==> src/rtl/vga_timing.sv <==
`default_nettype none
// ============================================================================
//  Module   : vga_timing
//  Purpose  : Raster timing generator and output stage for the 800x600 path.
//             Produces raster coordinates and line/frame strobes for the
//             renderer, then re-times the returned colour together with
//             hsync/vsync through a PIPE_DELAY-deep alignment pipeline.
//  Ports    : clk         - pixel clock
//             rst         - asynchronous active-high reset
//             x, y        - current pixel column / line (registered counters)
//             o_active    - (x,y) lies in the visible area
//             line_start  - one-cycle pulse when x==0
//             frame_start - one-cycle pulse when x==0 and y==0
//             rgb_in      - renderer colour, PIPE_DELAY cycles behind x/y
//             hsync/vsync - sync outputs, asserted level SYNC_POL
//             vga_rgb     - colour to the DAC, forced to 0 in blanking
//  Revision : 1.0 - initial release
// ============================================================================
module vga_timing #(
   parameter int   H_ACTIVE   = 800,
   parameter int   H_FP       = 56,
   parameter int   H_SYNC     = 120,
   parameter int   H_BP       = 64,
   parameter int   V_ACTIVE   = 600,
   parameter int   V_FP       = 37,
   parameter int   V_SYNC     = 6,
   parameter int   V_BP       = 23,
   parameter logic SYNC_POL   = 1'b1,
   parameter int   PIPE_DELAY = 2
) (
   input  logic        clk,
   input  logic        rst,
   output logic [10:0] x,
   output logic [9:0]  y,
   output logic        o_active,
   output logic        line_start,
   output logic        frame_start,
   input  logic [8:0]  rgb_in,
   output logic        hsync,
   output logic        vsync,
   output logic [8:0]  vga_rgb
);

   localparam int H_TOTAL = H_ACTIVE + H_FP + H_SYNC + H_BP;
   localparam int V_TOTAL = V_ACTIVE + V_FP + V_SYNC + V_BP;

   localparam logic [10:0] c_h_last     = 11'(H_TOTAL - 1);
   localparam logic [10:0] c_h_active   = 11'(H_ACTIVE);
   localparam logic [10:0] c_hs_start   = 11'(H_ACTIVE + H_FP);
   localparam logic [10:0] c_hs_end     = 11'(H_ACTIVE + H_FP + H_SYNC - 1);
   localparam logic [9:0]  c_v_last     = 10'(V_TOTAL - 1);
   localparam logic [9:0]  c_v_active   = 10'(V_ACTIVE);
   localparam logic [9:0]  c_vs_start   = 10'(V_ACTIVE + V_FP);
   localparam logic [9:0]  c_vs_end     = 10'(V_ACTIVE + V_FP + V_SYNC - 1);

   // ------------------------------------------------------------------------
   // Raster counters. They reset to the last position of the frame so the
   // very first edge after reset lands on (0,0) and fires both strobes.
   // ------------------------------------------------------------------------
   logic [10:0] r_hcnt;
   logic [9:0]  r_vcnt;
   logic [10:0] w_h_next;
   logic [9:0]  w_v_next;
   logic        w_h_wrap;

   always_comb begin
      w_h_wrap = (r_hcnt == c_h_last);
      w_h_next = w_h_wrap ? 11'd0 : r_hcnt + 11'd1;
      w_v_next = r_vcnt;
      if (w_h_wrap) begin
         w_v_next = (r_vcnt == c_v_last) ? 10'd0 : r_vcnt + 10'd1;
      end
   end

   // x/y are registered from the next-count so they read (0,0) while the
   // internal counters sit at the end-of-frame reset position.
   always_ff @(posedge clk or posedge rst) begin
      if (rst) begin
         r_hcnt      <= c_h_last;
         r_vcnt      <= c_v_last;
         x           <= 11'd0;
         y           <= 10'd0;
         o_active    <= 1'b0;
         line_start  <= 1'b0;
         frame_start <= 1'b0;
      end else begin
         r_hcnt      <= w_h_next;
         r_vcnt      <= w_v_next;
         x           <= w_h_next;
         y           <= w_v_next;
         o_active    <= (w_h_next < c_h_active) && (w_v_next < c_v_active);
         line_start  <= (w_h_next == 11'd0);
         frame_start <= (w_h_next == 11'd0) && (w_v_next == 10'd0);
      end
   end

   // ------------------------------------------------------------------------
   // Raw sync windows, aligned with x/y. Decoding from the registered
   // outputs keeps them inactive during reset, so no partial pulse can
   // enter the pipeline. vsync follows y, hence only changes at x==0.
   // ------------------------------------------------------------------------
   logic       w_hs_raw;
   logic       w_vs_raw;
   logic [2:0] w_raw;
   logic [2:0] w_dly;

   assign w_hs_raw = (x >= c_hs_start) && (x <= c_hs_end);
   assign w_vs_raw = (y >= c_vs_start) && (y <= c_vs_end);
   assign w_raw    = {w_hs_raw, w_vs_raw, o_active};

   // Alignment pipeline {hs, vs, active}, matching the renderer latency.
   generate
      if (PIPE_DELAY == 0) begin : g_no_delay
         assign w_dly = w_raw;
      end else begin : g_delay
         logic [2:0] r_pipe [PIPE_DELAY];

         always_ff @(posedge clk or posedge rst) begin
            if (rst) begin
               r_pipe[0] <= 3'b000;
            end else begin
               r_pipe[0] <= w_raw;
            end
         end

         for (genvar i = 1; i < PIPE_DELAY; i++) begin : g_stage
            always_ff @(posedge clk or posedge rst) begin
               if (rst) begin
                  r_pipe[i] <= 3'b000;
               end else begin
                  r_pipe[i] <= r_pipe[i-1];
               end
            end
         end

         assign w_dly = r_pipe[PIPE_DELAY-1];
      end
   endgenerate

   // ------------------------------------------------------------------------
   // Output register: colour blanked outside the visible area.
   // ------------------------------------------------------------------------
   always_ff @(posedge clk or posedge rst) begin
      if (rst) begin
         vga_rgb <= 9'd0;
         hsync   <= ~SYNC_POL;
         vsync   <= ~SYNC_POL;
      end else begin
         vga_rgb <= w_dly[0] ? rgb_in : 9'd0;
         hsync   <= w_dly[2] ? SYNC_POL : ~SYNC_POL;
         vsync   <= w_dly[1] ? SYNC_POL : ~SYNC_POL;
      end
   end

endmodule
`default_nettype wire

==> config.mk <==
export PLATFORM = sky130hd
export DESIGN_NAME = vga_timing
export DESIGN_NICKNAME = d
export VERILOG_FILES = /design/src/rtl/vga_timing.sv
export SDC_FILE = /design/constraint.sdc
export NUM_CORES = 1
export LEC_CHECK = 0
export CAP_MARGIN = 20
export CORE_MARGIN = 4
export CORE_UTILIZATION = 40
export DETAILED_ROUTE_END_ITERATION = 8
export SYNTH_ARGS = -nofsm -noshare
export SYNTH_HDL_FRONTEND = slang
export SYNTH_SLANG_ARGS = --single-unit
==> constraint.sdc <==
create_clock -name clk -period 3.58 [get_ports clk]
set_clock_uncertainty 0.15 [all_clocks]
set_input_delay 0.716 -clock clk [delete_from_list [all_inputs] [get_ports clk]]
set_output_delay 0.716 -clock clk [all_outputs]
set_load 0.01 [all_outputs]
==> out/metrics.cfg <==
[status]
status = finished, final reports clean

[clock_network]
post-cts-setup-buffers = 0
htree_levels = 2
cts-resized-gates = 0
cts_buffers = 5
cts_tree = yes
clock_path_buffers = 2
clkLatencyLatePin_ns = 0.30
cts_hold_buffers = 0
cts.sinks = 51
root_buffer = clkbuf_8
clkTransAtPathRegs_ns = 0.09

[timing]
rsz0062_at_grt = false
whs_ns = 0.206
slew_viol_final = 0
tns_ns = 0
hold_viol = 0
slew-limit-headroom_pct = 50.0
finalCritPeriodShare_pct = 83.8
worst_pin_slew_ns = 0.747
finalSetupViolCount = 0
period_needed_ns = 3.00
max_freq_mhz = 333
setup_slack_ns = 0.581

[logic_synthesis]
syn_avg_cell_area_um2 = 10.8
synth_edf_count = 0
syn_nets = 235
synth_top_cells_by_area = dfrtp_1, dfstp_2, buf_4
synthFlopType = dfrtp_1
yosysTopAreaCell = dfrtp_1
ys_warn_count = 0
yosysSeqAreaShare_pct = 54.2
synth_area_um2 = 2380
synthArstFlopShare_pct = 100
ys_ff_latch = 51
syn_inst = 221
synth_cell_type_count = 51
synth_top_area_share_pct = 43.2

[critical_path]
critPathMostFrequentCell = nand3_1
cp.required_ns = 3.64
start_kind = register
critPathCaptureType = register
crit_path_cell_trace = ha_1, nand4b_1, nor3_2, nand3_1, xor2_1, nand3_1, nor4_2
cp_slowest_cell = nor3_2
critPathTopFamily = simple AND/OR/NAND/NOR gates
path_max_fanout = 12
crit_arrival_ns = 3.06
critPathKind = reg2reg
cp_slowest_stage_delay_ns = 0.74
path_buf_inv = 0

[place]
globalplace.congestion = 0.807
io_buffers = 45
dp.cells = 315
placed_area_um2 = 2760
dp_slack_ns = 0.582
post-dp-hpwl_mm = 3.40

[min_path]
min_path_type = reg2reg

[routing]
postRouteAntennaNets = 0
drtPass1Iterations = 4
routed_wl_mm = 4.73
vias_per_cell = 5.20
wl_per_cell_um = 14.6
dr_total_vias = 1678
drt-initial-drc-count = 87
drt_drc_violations_left = 0

[global_route]
grt_pass1_wl_mm = 8.10
grt_max_degree = 35
gr-total-overflow = 0
antenna_found_initial = 0
grt_pass1_vias = 1574
grt_util_all_layers_pct = 14.0

[run]
cap_violations = 0

[finish]
area_growth_syn_to_layout_pct = 21.1
nets = 264
post-route-util_pct = 51.0
final_cell_mix = clkdlybuf4s50_1, dfrtp_1, nand2_1
instances_no_fill = 323
drive_gt1_share_pct = 11.6
fin_area_um2 = 2880
final_common_cell = clkdlybuf4s50_1
insertedDiodeCount = 0

[die]
io_pins = 46
dieWidth_um = 85.1
dieArea_um2 = 7240
start_util_pct = 42.1
coreArea_um2 = 5640
rows = 27
die_y_um = 85.1

[power]
leakagePower_nw = 1.26
vdd_drop_max_uv = 231
p_total_mw = 1.02
p_per_area_nw_per_um2 = 355

==> area by class of cell <==
| class | instances | area [um2] |
|---|---|---|
| Clock buffer | 5 | 68.8 |
| Clock inverter | 3 | 43.8 |
| Fill cell | 510 | 2770 |
| Inverter | 9 | 33.8 |
| Multi-Input combinational cell | 137 | 893 |
| Sequential cell | 51 | 1290 |
| Tap cell | 72 | 90.1 |
| Timing Repair Buffer | 46 | 458 |
==> Yosys cell counts, drive strengths merged (3+ instances only) <==
master  count
a21oi       8
a31oi       3
and2        9
and3        3
and4        3
buf        16
clkbuf      8
dfrtp      41
dfstp      10
ha          3
inv         9
nand2      13
nand3      12
nand4       4
nor2        8
nor3       11
nor3b       3
nor4        5
o21ai      13
or3         4
xnor2       8
xor2        3
==> sequential cells by signal, indices dropped and copies added (netlist names) <==
register,cells
r_hcnt,11
r_vcnt,10
vga_rgb,9
x,5
y,5
g_delay.r_pipe,3
w_dly,3
frame_start,1
hsync,1
line_start,1
o_active,1
vsync,1
==> path summary, 6_finish.rpt <==
| path | startpoint | endpoint | slack [ns] | cells past startpoint |
|---|---|---|---|---|
| max | r_hcnt[0] | frame_start | 0.58 | 7 |
| min | g_delay.r_pipe[4] | w_dly[1] | 0.21 | 0 |
| max reg2reg | r_hcnt[0] | frame_start | 0.58 | 7 |
| min reg2reg | g_delay.r_pipe[4] | w_dly[1] | 0.21 | 0 |
| max in group asynchronous | rst | r_vcnt[3] | 1.95 | 3 |
| min in group asynchronous | rst | vga_rgb[6] | 0.55 | 2 |
==> where the power goes <==
part / total (mW) / switching [mW] / internal, mW / leakage [nW]
Sequential: 0.583 / 0.00125 / 0.581 / 0.626
Clock: 0.400 / 0.191 / 0.208 / 0.0581
Combinational: 0.0389 / 0.0177 / 0.0213 / 0.574
==> cells by family after synthesis <==
| logic type | share of synthesized area (%) |
|---|---|
| adders and majority gates | 1.58 |
| and+or+nand+nor | 21.7 |
| DFF | 54.2 |
| xor gates and xnor gates | 4.06 |
| AOI/OAI and AO/OA | 10.3 |
| buffers and inverters | 8.16 |
==> routing by layer <==
layer  GRT usage, %  wire length [um]  up-vias  part of all wire [%]
met5              0                 0        -                     0
met4           5.47                77        0                   1.6
met3           3.79               303        6                   6.4
met2           20.5              2110       46                    45
met1           19.8              2240      801                    47
li1               -                 -      825                     -
Power figures use the tool's default switching activity.
